[src/rtl/mac_pkg.sv]
// Shared types and helpers for the lane-serial multiply-accumulate block.
// Helper functions work on fixed maximum widths; callers cast down to their own sizes.
package mac_pkg;

  typedef enum logic [1:0] {
    IDLE = 2'd0,
    MAC  = 2'd1,
    OUT  = 2'd2
  } state_e;

  localparam int MAX_W      = 64;
  localparam int MAX_LANE_W = 32;
  localparam int MAX_BUS_W  = 256;

  // Upper clamp bound for a w-bit accumulator, as a MAX_W-bit pattern.
  function automatic logic [MAX_W-1:0] sat_hi(input int w, input logic sgn);
    if (sgn) return (MAX_W'(1) << (w - 1)) - MAX_W'(1);
    return (MAX_W'(1) << w) - MAX_W'(1);
  endfunction

  // Lower clamp bound, two's-complement sign-extended to MAX_W bits.
  function automatic logic [MAX_W-1:0] sat_lo(input int w, input logic sgn);
    if (sgn) return ~((MAX_W'(1) << (w - 1)) - MAX_W'(1));
    return '0;
  endfunction

  // Lane 0 sits in the most-significant bits of the packed bus.
  function automatic logic [MAX_LANE_W-1:0] lane_extract(
    input logic [MAX_BUS_W-1:0] bus,
    input int                   n_lanes,
    input int                   lw,
    input int                   idx
  );
    logic [MAX_BUS_W-1:0] sh;
    logic [MAX_BUS_W-1:0] mask;
    sh   = bus >> ((n_lanes - 1 - idx) * lw);
    mask = (MAX_BUS_W'(1) << lw) - MAX_BUS_W'(1);
    return MAX_LANE_W'(sh & mask);
  endfunction

endpackage

[src/rtl/mac_lane_mult.sv]
// Single-lane multiplier, signed or unsigned by select; the natural place to add a pipeline stage.
module mac_lane_mult #(
  parameter int LANE_WIDTH = 8
) (
  input  logic [LANE_WIDTH-1:0]   a_i,
  input  logic [LANE_WIDTH-1:0]   b_i,
  input  logic                    signed_i,
  output logic [2*LANE_WIDTH-1:0] prod_o
);

  localparam int PROD_W = 2 * LANE_WIDTH;

  logic [PROD_W-1:0] a_w;
  logic [PROD_W-1:0] b_w;

  // Extending to the full product width first makes the truncated product exact in both modes.
  assign a_w    = {{LANE_WIDTH{signed_i & a_i[LANE_WIDTH-1]}}, a_i};
  assign b_w    = {{LANE_WIDTH{signed_i & b_i[LANE_WIDTH-1]}}, b_i};
  assign prod_o = a_w * b_w;

endmodule

[src/rtl/mac_serial_acc.sv]
// Lane-serial saturating dot-product accumulator: one lane per cycle, MSB lane first,
// result held on a valid/ready port after the beat flagged last.
module mac_serial_acc
  import mac_pkg::*;
#(
  parameter int NUM_LANES  = 3,
  parameter int LANE_WIDTH = 8,
  parameter int ACC_WIDTH  = 20
) (
  input  logic                            clk,
  input  logic                            rst_n,
  input  logic                            in_valid,
  output logic                            in_ready,
  input  logic [NUM_LANES*LANE_WIDTH-1:0] in_attr,
  input  logic [NUM_LANES*LANE_WIDTH-1:0] in_coeff,
  input  logic                            in_signed,
  input  logic                            in_last,
  output logic                            out_valid,
  input  logic                            out_ready,
  output logic [ACC_WIDTH-1:0]            out_acc,
  output logic                            out_sat
);

  localparam int BUS_W  = NUM_LANES * LANE_WIDTH;
  localparam int PROD_W = 2 * LANE_WIDTH;
  localparam int SUM_W  = ACC_WIDTH + 1;
  localparam int IDX_W  = (NUM_LANES > 1) ? $clog2(NUM_LANES) : 1;

  localparam logic [SUM_W-1:0] HI_S = SUM_W'(sat_hi(ACC_WIDTH, 1'b1));
  localparam logic [SUM_W-1:0] LO_S = SUM_W'(sat_lo(ACC_WIDTH, 1'b1));
  localparam logic [SUM_W-1:0] HI_U = SUM_W'(sat_hi(ACC_WIDTH, 1'b0));

  state_e state_q, state_d;

  logic [BUS_W-1:0]      attr_q, attr_d;
  logic [BUS_W-1:0]      coeff_q, coeff_d;
  logic                  signed_q, signed_d;
  logic                  last_q, last_d;
  logic [IDX_W-1:0]      lane_idx_q, lane_idx_d;
  logic [ACC_WIDTH-1:0]  acc_q, acc_d;
  logic                  sat_q, sat_d;
  logic [ACC_WIDTH-1:0]  out_acc_q, out_acc_d;

  logic                  accept;
  logic                  mac_step;
  logic                  consume;
  logic                  last_lane;
  logic [LANE_WIDTH-1:0] lane_a;
  logic [LANE_WIDTH-1:0] lane_b;
  logic [PROD_W-1:0]     prod;
  logic [SUM_W-1:0]      prod_ext;
  logic [SUM_W-1:0]      acc_ext;
  logic [SUM_W-1:0]      sum;
  logic [ACC_WIDTH-1:0]  acc_next;
  logic                  sat_hit;

  assign last_lane = (lane_idx_q == IDX_W'(NUM_LANES - 1));

  assign lane_a = LANE_WIDTH'(lane_extract(MAX_BUS_W'(attr_q), NUM_LANES, LANE_WIDTH,
                                           int'(lane_idx_q)));
  assign lane_b = LANE_WIDTH'(lane_extract(MAX_BUS_W'(coeff_q), NUM_LANES, LANE_WIDTH,
                                           int'(lane_idx_q)));

  mac_lane_mult #(
    .LANE_WIDTH(LANE_WIDTH)
  ) u_mult (
    .a_i     (lane_a),
    .b_i     (lane_b),
    .signed_i(signed_q),
    .prod_o  (prod)
  );

  // The accumulator is re-interpreted under the current beat's signedness.
  assign prod_ext = {{(SUM_W - PROD_W){signed_q & prod[PROD_W-1]}}, prod};
  assign acc_ext  = {signed_q & acc_q[ACC_WIDTH-1], acc_q};
  assign sum      = acc_ext + prod_ext;

  always_comb begin
    acc_next = sum[ACC_WIDTH-1:0];
    sat_hit  = 1'b0;
    if (signed_q) begin
      if ($signed(sum) > $signed(HI_S)) begin
        acc_next = HI_S[ACC_WIDTH-1:0];
        sat_hit  = 1'b1;
      end else if ($signed(sum) < $signed(LO_S)) begin
        acc_next = LO_S[ACC_WIDTH-1:0];
        sat_hit  = 1'b1;
      end
    end else if (sum > HI_U) begin
      acc_next = HI_U[ACC_WIDTH-1:0];
      sat_hit  = 1'b1;
    end
  end

  // FSM: state register
  always_ff @(posedge clk or negedge rst_n) begin
    if (!rst_n) state_q <= IDLE;
    else        state_q <= state_d;
  end

  // FSM: next state
  always_comb begin
    state_d = state_q;
    unique case (state_q)
      IDLE: if (in_valid)  state_d = MAC;
      MAC:  if (last_lane) state_d = last_q ? OUT : IDLE;
      OUT:  if (out_ready) state_d = IDLE;
      default:             state_d = IDLE;
    endcase
  end

  // FSM: outputs and datapath strobes
  always_comb begin
    in_ready  = 1'b0;
    out_valid = 1'b0;
    accept    = 1'b0;
    mac_step  = 1'b0;
    consume   = 1'b0;
    unique case (state_q)
      IDLE: begin
        in_ready = rst_n;
        accept   = in_valid;
      end
      MAC: mac_step = 1'b1;
      OUT: begin
        out_valid = 1'b1;
        consume   = out_ready;
      end
      default: ;
    endcase
  end

  always_comb begin
    attr_d     = attr_q;
    coeff_d    = coeff_q;
    signed_d   = signed_q;
    last_d     = last_q;
    lane_idx_d = lane_idx_q;
    acc_d      = acc_q;
    sat_d      = sat_q;
    out_acc_d  = out_acc_q;
    if (accept) begin
      attr_d     = in_attr;
      coeff_d    = in_coeff;
      signed_d   = in_signed;
      last_d     = in_last;
      lane_idx_d = '0;
    end
    if (mac_step) begin
      acc_d      = acc_next;
      sat_d      = sat_q | sat_hit;
      lane_idx_d = last_lane ? '0 : lane_idx_q + IDX_W'(1);
      if (last_lane && last_q) out_acc_d = acc_next;
    end
    if (consume) begin
      acc_d = '0;
      sat_d = 1'b0;
    end
  end

  always_ff @(posedge clk or negedge rst_n) begin
    if (!rst_n) begin
      attr_q     <= '0;
      coeff_q    <= '0;
      signed_q   <= 1'b0;
      last_q     <= 1'b0;
      lane_idx_q <= '0;
      acc_q      <= '0;
      sat_q      <= 1'b0;
      out_acc_q  <= '0;
    end else begin
      attr_q     <= attr_d;
      coeff_q    <= coeff_d;
      signed_q   <= signed_d;
      last_q     <= last_d;
      lane_idx_q <= lane_idx_d;
      acc_q      <= acc_d;
      sat_q      <= sat_d;
      out_acc_q  <= out_acc_d;
    end
  end

  assign out_acc = out_acc_q;
  assign out_sat = sat_q;

endmodule

[config.mk]
export PLATFORM = sky130hd
export DESIGN_NAME = mac_serial_acc
export DESIGN_NICKNAME = d
export VERILOG_FILES = /design/src/rtl/mac_pkg.sv /design/src/rtl/mac_lane_mult.sv /design/src/rtl/mac_serial_acc.sv
export SDC_FILE = /design/constraint.sdc
export NUM_CORES = 1
export LEC_CHECK = 0
export BUFFER_PORTS_ARGS = -buffer_cell sky130_fd_sc_hd__clkbuf_2
export CAP_MARGIN = 20
export CORE_ASPECT_RATIO = 1.2
export CORE_UTILIZATION = 50
export CTS_CLUSTER_DIAMETER = 150
export DETAILED_ROUTE_END_ITERATION = 12
export GPL_ROUTABILITY_DRIVEN = 0
export PLACE_DENSITY_LB_ADDON = 0.3
export SYNTH_ARGS = -nofsm -noshare
export SYNTH_HDL_FRONTEND = slang
export SYNTH_SLANG_ARGS = --single-unit
[constraint.sdc]
create_clock -name clk -period 17.1 [get_ports clk]
set_clock_uncertainty 0.15 [all_clocks]
set_input_delay 3.42 -clock clk [delete_from_list [all_inputs] [get_ports clk]]
set_output_delay 3.42 -clock clk [all_outputs]
set_load 0.05 [all_outputs]
-- After elaboration in Yosys (flattened, before gate mapping)
Cells that the tools add are included.
- add/sub/neg operators: 3
- $mul: 1
- magnitude comparators: 3
- equality and inequality tests: 6
- shift operators: 2
- muxes and demuxes: 25
- bitwise gates (word level): 5
- reduce and logical (&&, ||, !) cells: 6
- operator list (kind ; number):
    $mux 20 ; 6
    $shr 24x32->8 ; 2
    $gt 21x20->1 const B ; 2
    $add 21x21->21 ; 1
    $lt 21x20->1 const B ; 1
    $mul 9x9->16 ; 1
    $mux 2 ; 7
    $mux 1 ; 11
    $ne 2x2->1 const B ; 3
    $pmux 2 s3 ; 1
    $and 1x1->1 ; 4
    $eq 2x2->1 const B ; 2
    $reduce_bool 2->1 ; 2
    $reduce_and 3->1 ; 1
    $sub 2x2->3 const A ; 1
    $add 2x1->2 const B ; 1
    $eq 2x1->1 const B ; 1
    $logic_not 2->1 ; 1
    $reduce_and 2->1 ; 1
    $logic_and 1x1->1 ; 1
    $or 1x1->1 ; 1
- bits in registers: 95
- bits of input ports: 54
- output and inout port bits: 23
- word-level logic and storage cells: 60

-- Longest topological paths before layout
- depth in word-level cells: 13
- depth in mapped cells: 42
- depth with buffers taken out: 37

-- Cells and area by module
A second synthesis with hierarchy kept.
- cells, all modules: 870
- area total of the unflattened synthesis: 8191.6 µm²
- by module, submodules not included (module ; instances ; cells each ; area each (µm²) ; seq. area each (µm²)):
    mac_serial_acc ; 1 ; 542 ; 5391.4 ; 2377.3
    mac_lane_mult ; 1 ; 328 ; 2800.2 ; 0.0

-- Worst setup path before layout
No wires, ideal clock.
- kind: reg-to-reg
- start: reg lane_idx_q[0]
- end: reg acc_q[18]
- setup time: 73 ps
- arrival: 9376 ps
- data required time: 16877 ps
- slack: 7501 ps
- stages on the path, launching flop included: 39
- path buffers: 5
- clock period less this slack: 9599 ps
- cell sequence: dfrtp_1 -> buf_6 -> clkbuf_1 -> inv_1 -> ha_1 -> buf_2 -> nor2_4 -> clkbuf_1 -> a22oi_1 -> or2_2 -> nor2_1 -> fa_1 -> inv_1 -> fa_1 -> inv_1 -> fa_1 -> fa_1 -> inv_1 -> (+3 left out) -> o211ai_1 -> a21oi_1 -> o2111ai_1 -> a21oi_1 -> or3b_4 -> and2_1 -> ha_1 -> and3_1 -> o2bb2ai_1 -> a211oi_1 -> o21ai_0 -> or4_1 -> and4_4 -> o21a_4 -> o31a_1 -> buf_2 -> or4_1 -> nand3_1
- cells in the longest elaborated chain, start to end: 12
- elaborated cells between the ends (all ways): 17
- classes of those cells: add/sub (2); mul (1); order compare (3); shift (2); mux (6); bitwise (3)
- ends and longest elaborated chain (item ; line ; RTL):
    start: declaration ; mac_serial_acc.sv:39 ; logic [IDX_W-1:0] lane_idx_q, lane_idx_d;
    start signal: assignment ; mac_serial_acc.sv:176 ; lane_idx_q <= lane_idx_d;
    $sub 2x2->3 * ; mac_pkg.sv:36 ; sh = bus >> ((n_lanes - 1 - idx) * lw);
    $shr 24x32->8 ; mac_pkg.sv:36 ;
    $and 1x1->1, on equally long branches ; mac_lane_mult.sv:17, mac_lane_mult.sv:18 ;
    $mul 9x9->16 * ; mac_lane_mult.sv:19 ; assign prod_o = a_w * b_w;
    $and 1x1->1 ; mac_serial_acc.sv:74 ; assign prod_ext = {{(SUM_W - PROD_W){signed_q & prod[PROD_W-1]}}, prod};
    $add 21x21->21 * ; mac_serial_acc.sv:76 ; assign sum = acc_ext + prod_ext;
    $lt 21x20->1 ; mac_serial_acc.sv:85 ; end else if ($signed(sum) < $signed(LO_S)) begin
    $mux 20 ; mac_serial_acc.sv:85 ;
    $mux 20 ; mac_serial_acc.sv:82 ; if ($signed(sum) > $signed(HI_S)) begin
    $mux 20 * ; mac_serial_acc.sv:81 ; if (signed_q) begin
    $mux 20 * ; mac_serial_acc.sv:149 ; if (mac_step) begin
    $mux 20 * ; mac_serial_acc.sv:155 ; if (consume) begin
    end signal: assignment ; mac_serial_acc.sv:168 ; acc_q <= '0;
    end signal: assignment ; mac_serial_acc.sv:177 ; acc_q <= acc_d;
    end: declaration ; mac_serial_acc.sv:40 ; logic [ACC_WIDTH-1:0] acc_q, acc_d;
Every way passes the cells marked *; elsewhere a longest branch is shown, timed or not. The select of a mux whose other input is x is not followed.
A chain may end at the register's enable or synchronous reset.

-- Worst setup path after layout
- start: reg lane_idx_q[0]
- end: reg acc_q[10]
The elaborated chain is that of the path after synthesis.

==> metrics.md <==
| Metric | Value |
|---|---|
| Mean instance size in the synthesized netlist | `9.97 sq um` |
| Final critical path time including I/O delays and setup | `10.89 ns` |
| Worst-case reg-to-reg path depth | `32` |
| Reg-to-Reg Start | `lane_idx_q[0]` |
| Mean routed wirelength per cell | `16.9 microns` |
| Worst R2R End | `acc_q[10]` |
| Ratio of cells with drive above 1 in the final layout | `21.2%` |
| Synth Warn # | `0` |
| Most common library cell in the layout ignoring fill and taps | `dfrtp_1` |
| Filler Cells Inserted | `1429` |
| Relative slew slack | `39.6%` |
| Worst setup path class | `reg -> reg` |
| Slew Limit Fails | `0` |
| Crit-path max FO | `20` |
| Outcome | `finished, final reports clean` |
| Flops & latches, synth | `95` |
| Vertical extent of the die | `142 microns` |
| Mapped Cells | `816` |
| Floorplan core area | `15800 sq um` |
| Number of routed nets with antenna violations | `0` |
| Register-to-register path setup slack | `6.21 ns` |
| WP data required | `17.12 ns` |
| DRC violation total after the first TritonRoute iteration | `375` |
| CTS tree | `built` |
| Drt pass-1 iters | `4` |
| Number of H-tree branching levels | `3` |
| Post-synth top area share | `29.2%` |
| Count of different cell masters after synthesis | `68` |
| Number of port buffers | `76` |
| Full die area | `16800 sq um` |
| Die X | `118 microns` |
| Final number of setup-violating endpoints | `0` |
| Max Clock Freq | `91.9 MHz` |
| Global-route wire length before repair | `31.1 mm` |
| Initial Utilization | `51.6%` |
| Post-CTS Setup Inserts | `0` |
| Number of remaining DRC errors | `0` |
| Clock input transition at the sequential cells of the worst setup and hold paths | `0.07 ns` |
| Std cell rows | `50` |
| Hold buffer count at cts | `0` |
| Worst setup endpoint | `acc_q[10]` |
| Most frequent cells in the layout | `dfrtp_1, inv_1, clkbuf_2` |
| CP peak stage delay | `0.94 ns` |
| Mapped Nets | `988` |
| Number of buffers created by CTS | `9` |
| Clk sink count | `95` |
| Overall track demand over capacity in global routing | `23.6%` |
| Pin slew with the least headroom to its limit | `0.906 ns` |
| RSZ-0062 raised after global routing | `false` |
| Startpoint of the most critical setup path | `lane_idx_q[0]` |
| EDFF count, synth | `0` |
| Top cell type by total area after synthesis | `dfrtp_1` |
| Largest cells by area after synthesis | `dfrtp_1, fa_1, mux2_2` |
| Post-synthesis to final-layout area growth | `10.5%` |
| Worst skew pair latency | `0.36 ns` |
| Share of synthesized flip-flops with an asynchronous set or reset | `100%` |
| Boundary Pins | `77` |
| Worst hold slack | `0.337 ns` |
| Number of gates given a new drive strength after cts | `0` |
| Maximum number of pins on one net before global-route repair | `66` |
| Worst setup EP type | `flip-flop` |
| Startpoint types | `flip-flop` |
| Highest-delay cell along the critical path | `dfrtp_1` |
| Grt total ovfl | `0` |
| Final total negative setup slack | `0 ns` |
| Hold Violations, Final | `0` |
| Via count of the routed design | `6097` |
| Syn Std Cell Area | `8130 sq um` |
| Post-detail-place hpwl | `14.7 mm` |
| Via count normalized by instance count | `5.59` |
| Class of the tightest hold or removal check | `reg -> reg` |
| Post-synth top flop | `dfrtp_1` |
| Worst-case clock buffer depth | `2` |
| Portion of the post-synthesis area used by sequential elements | `29.2%` |
| DRT Wirelength | `18.4 mm` |
| Max Cap Viol | `0` |
| Final worst-path cycle share | `63.7%` |
| Number of nets in the layout | `1049` |
| Number of antenna violations at the first check in global routing | `0` |
| Ant. Diodes | `0` |
| Cell at the root of the clock tree | `clkbuf_16` |
| Data arrival time of the critical path | `10.91 ns` |
| Vias in the first global route | `6311` |
==> flip-flops by register name, indices dropped and copies added (netlist names) <==
register and flops:
state_q 2, lane_idx_q 2, out_acc 20, out_sat 1, last_q 1, attr_q 24
acc_q 20, coeff_q 24, signed_q 1
==> worst min-delay path by stage <==
| stage | startpoint | end | slack [ns] | cells past startpoint |
|---|---|---|---|---|
| finish | out_acc[3] | out_acc[3] | 0.34 | 2 |
| floorplan | acc_q[7] | acc_q[7] | 0.31 | 2 |
| global route | attr_q[6] | attr_q[6] | 0.37 | 1 |
| CTS | out_acc[3] | out_acc[3] | 0.34 | 2 |
| detailed placement | out_acc[3] | out_acc[3] | 0.33 | 2 |
| global placement | out_acc[19] | out_acc[19] | 0.32 | 2 |
==> synthesized netlist by cell type, types with 3 or more instances <==
master    instances
a31oi_1           3
or3_1            12
inv_1            93
and2_1            9
and3_1            7
nor2_1           58
o21ai_1           3
o21a_1            4
nand2b_1         18
xor2_1            8
nor2b_1          11
nand2_1          66
a21oi_1          29
a22o_1           19
nor3_1            5
o21bai_1          7
o311ai_0          7
o21ai_0          19
dfrtp_1          95
xnor2_1          25
o31ai_1           5
a21o_1            3
nand3_1          10
fa_1             64
buf_2             4
clkbuf_1         26
mux2_4            3
mux2_2           62
o211ai_1         11
o311ai_1          7
a211oi_1          3
and4_1            3
or2_2            10
nor3b_1           3
a22oi_1          10
ha_1             54
==> final cells by class <==
class,count,area (sq um),area share (%)
Inverter,94,353,3.93
Sequential cell,95,2380,26.5
Timing Repair Buffer,81,420,4.68
Clock buffer,9,225,2.51
Multi-Input combinational cell,596,5280,58.8
Clock inverter,7,68.8,0.766
Tap cell,208,260,2.90
==> critical path: cells and delay by family (launching register included) <==
kind	cells	cell delay, ns
compound gates	12	3.34
fa+ha+maj	8	4.09
buf+inv	5	0.40
flops	1	0.94
simple gates	7	1.73
==> metrics by stage <==
stage / instances / worst slack (ns) / area [sq um] / utilization (%)
3_5_place_dp: 1074 / 6.26 / 8690 / 55.1
3_3_place_gp: 1074 / 6.59 / 8690 / 55.1
6_report: 1090 / 6.21 / 8980 / 57.0
5_1_grt: 1090 / 5.43 / 8980 / 57.0
2_1_floorplan: 816 / 7.50 / 8130 / -
4_1_cts: 1090 / 6.25 / 8980 / 57.0
==> routing by layer <==
| metal | GRT usage [%] | vias to the layer above | part of all wire [%] | wire length [microns] |
|---|---|---|---|---|
| li1 | - | 2925 | - | - |
| met1 | 28.1 | 2974 | 41 | 7600 |
| met2 | 42.1 | 150 | 51 | 9330 |
| met3 | 3.30 | 48 | 4.1 | 760 |
| met4 | 11.6 | 0 | 3.9 | 712 |
| met5 | 0 | - | 0 | 0 |
==> logic make-up (layout without fill, tap and decap cells) <==
family,Yosys count,count (layout),share of synthesized area (%)
adder cells (fa/ha/maj),119,119,24.2
AND/OR/NAND/NOR,226,226,13.8
XOR/XNOR,33,33,3.55
multiplexers,67,67,9.54
flip-flops,95,95,29.2
AO/OA/AOI/OAI,151,151,13.7
buffers and inverters,125,191,5.92
Power is left out: the tool's default activity adds up to more than one toggle a clock period on the data nets, which glitch-free logic cannot reach.
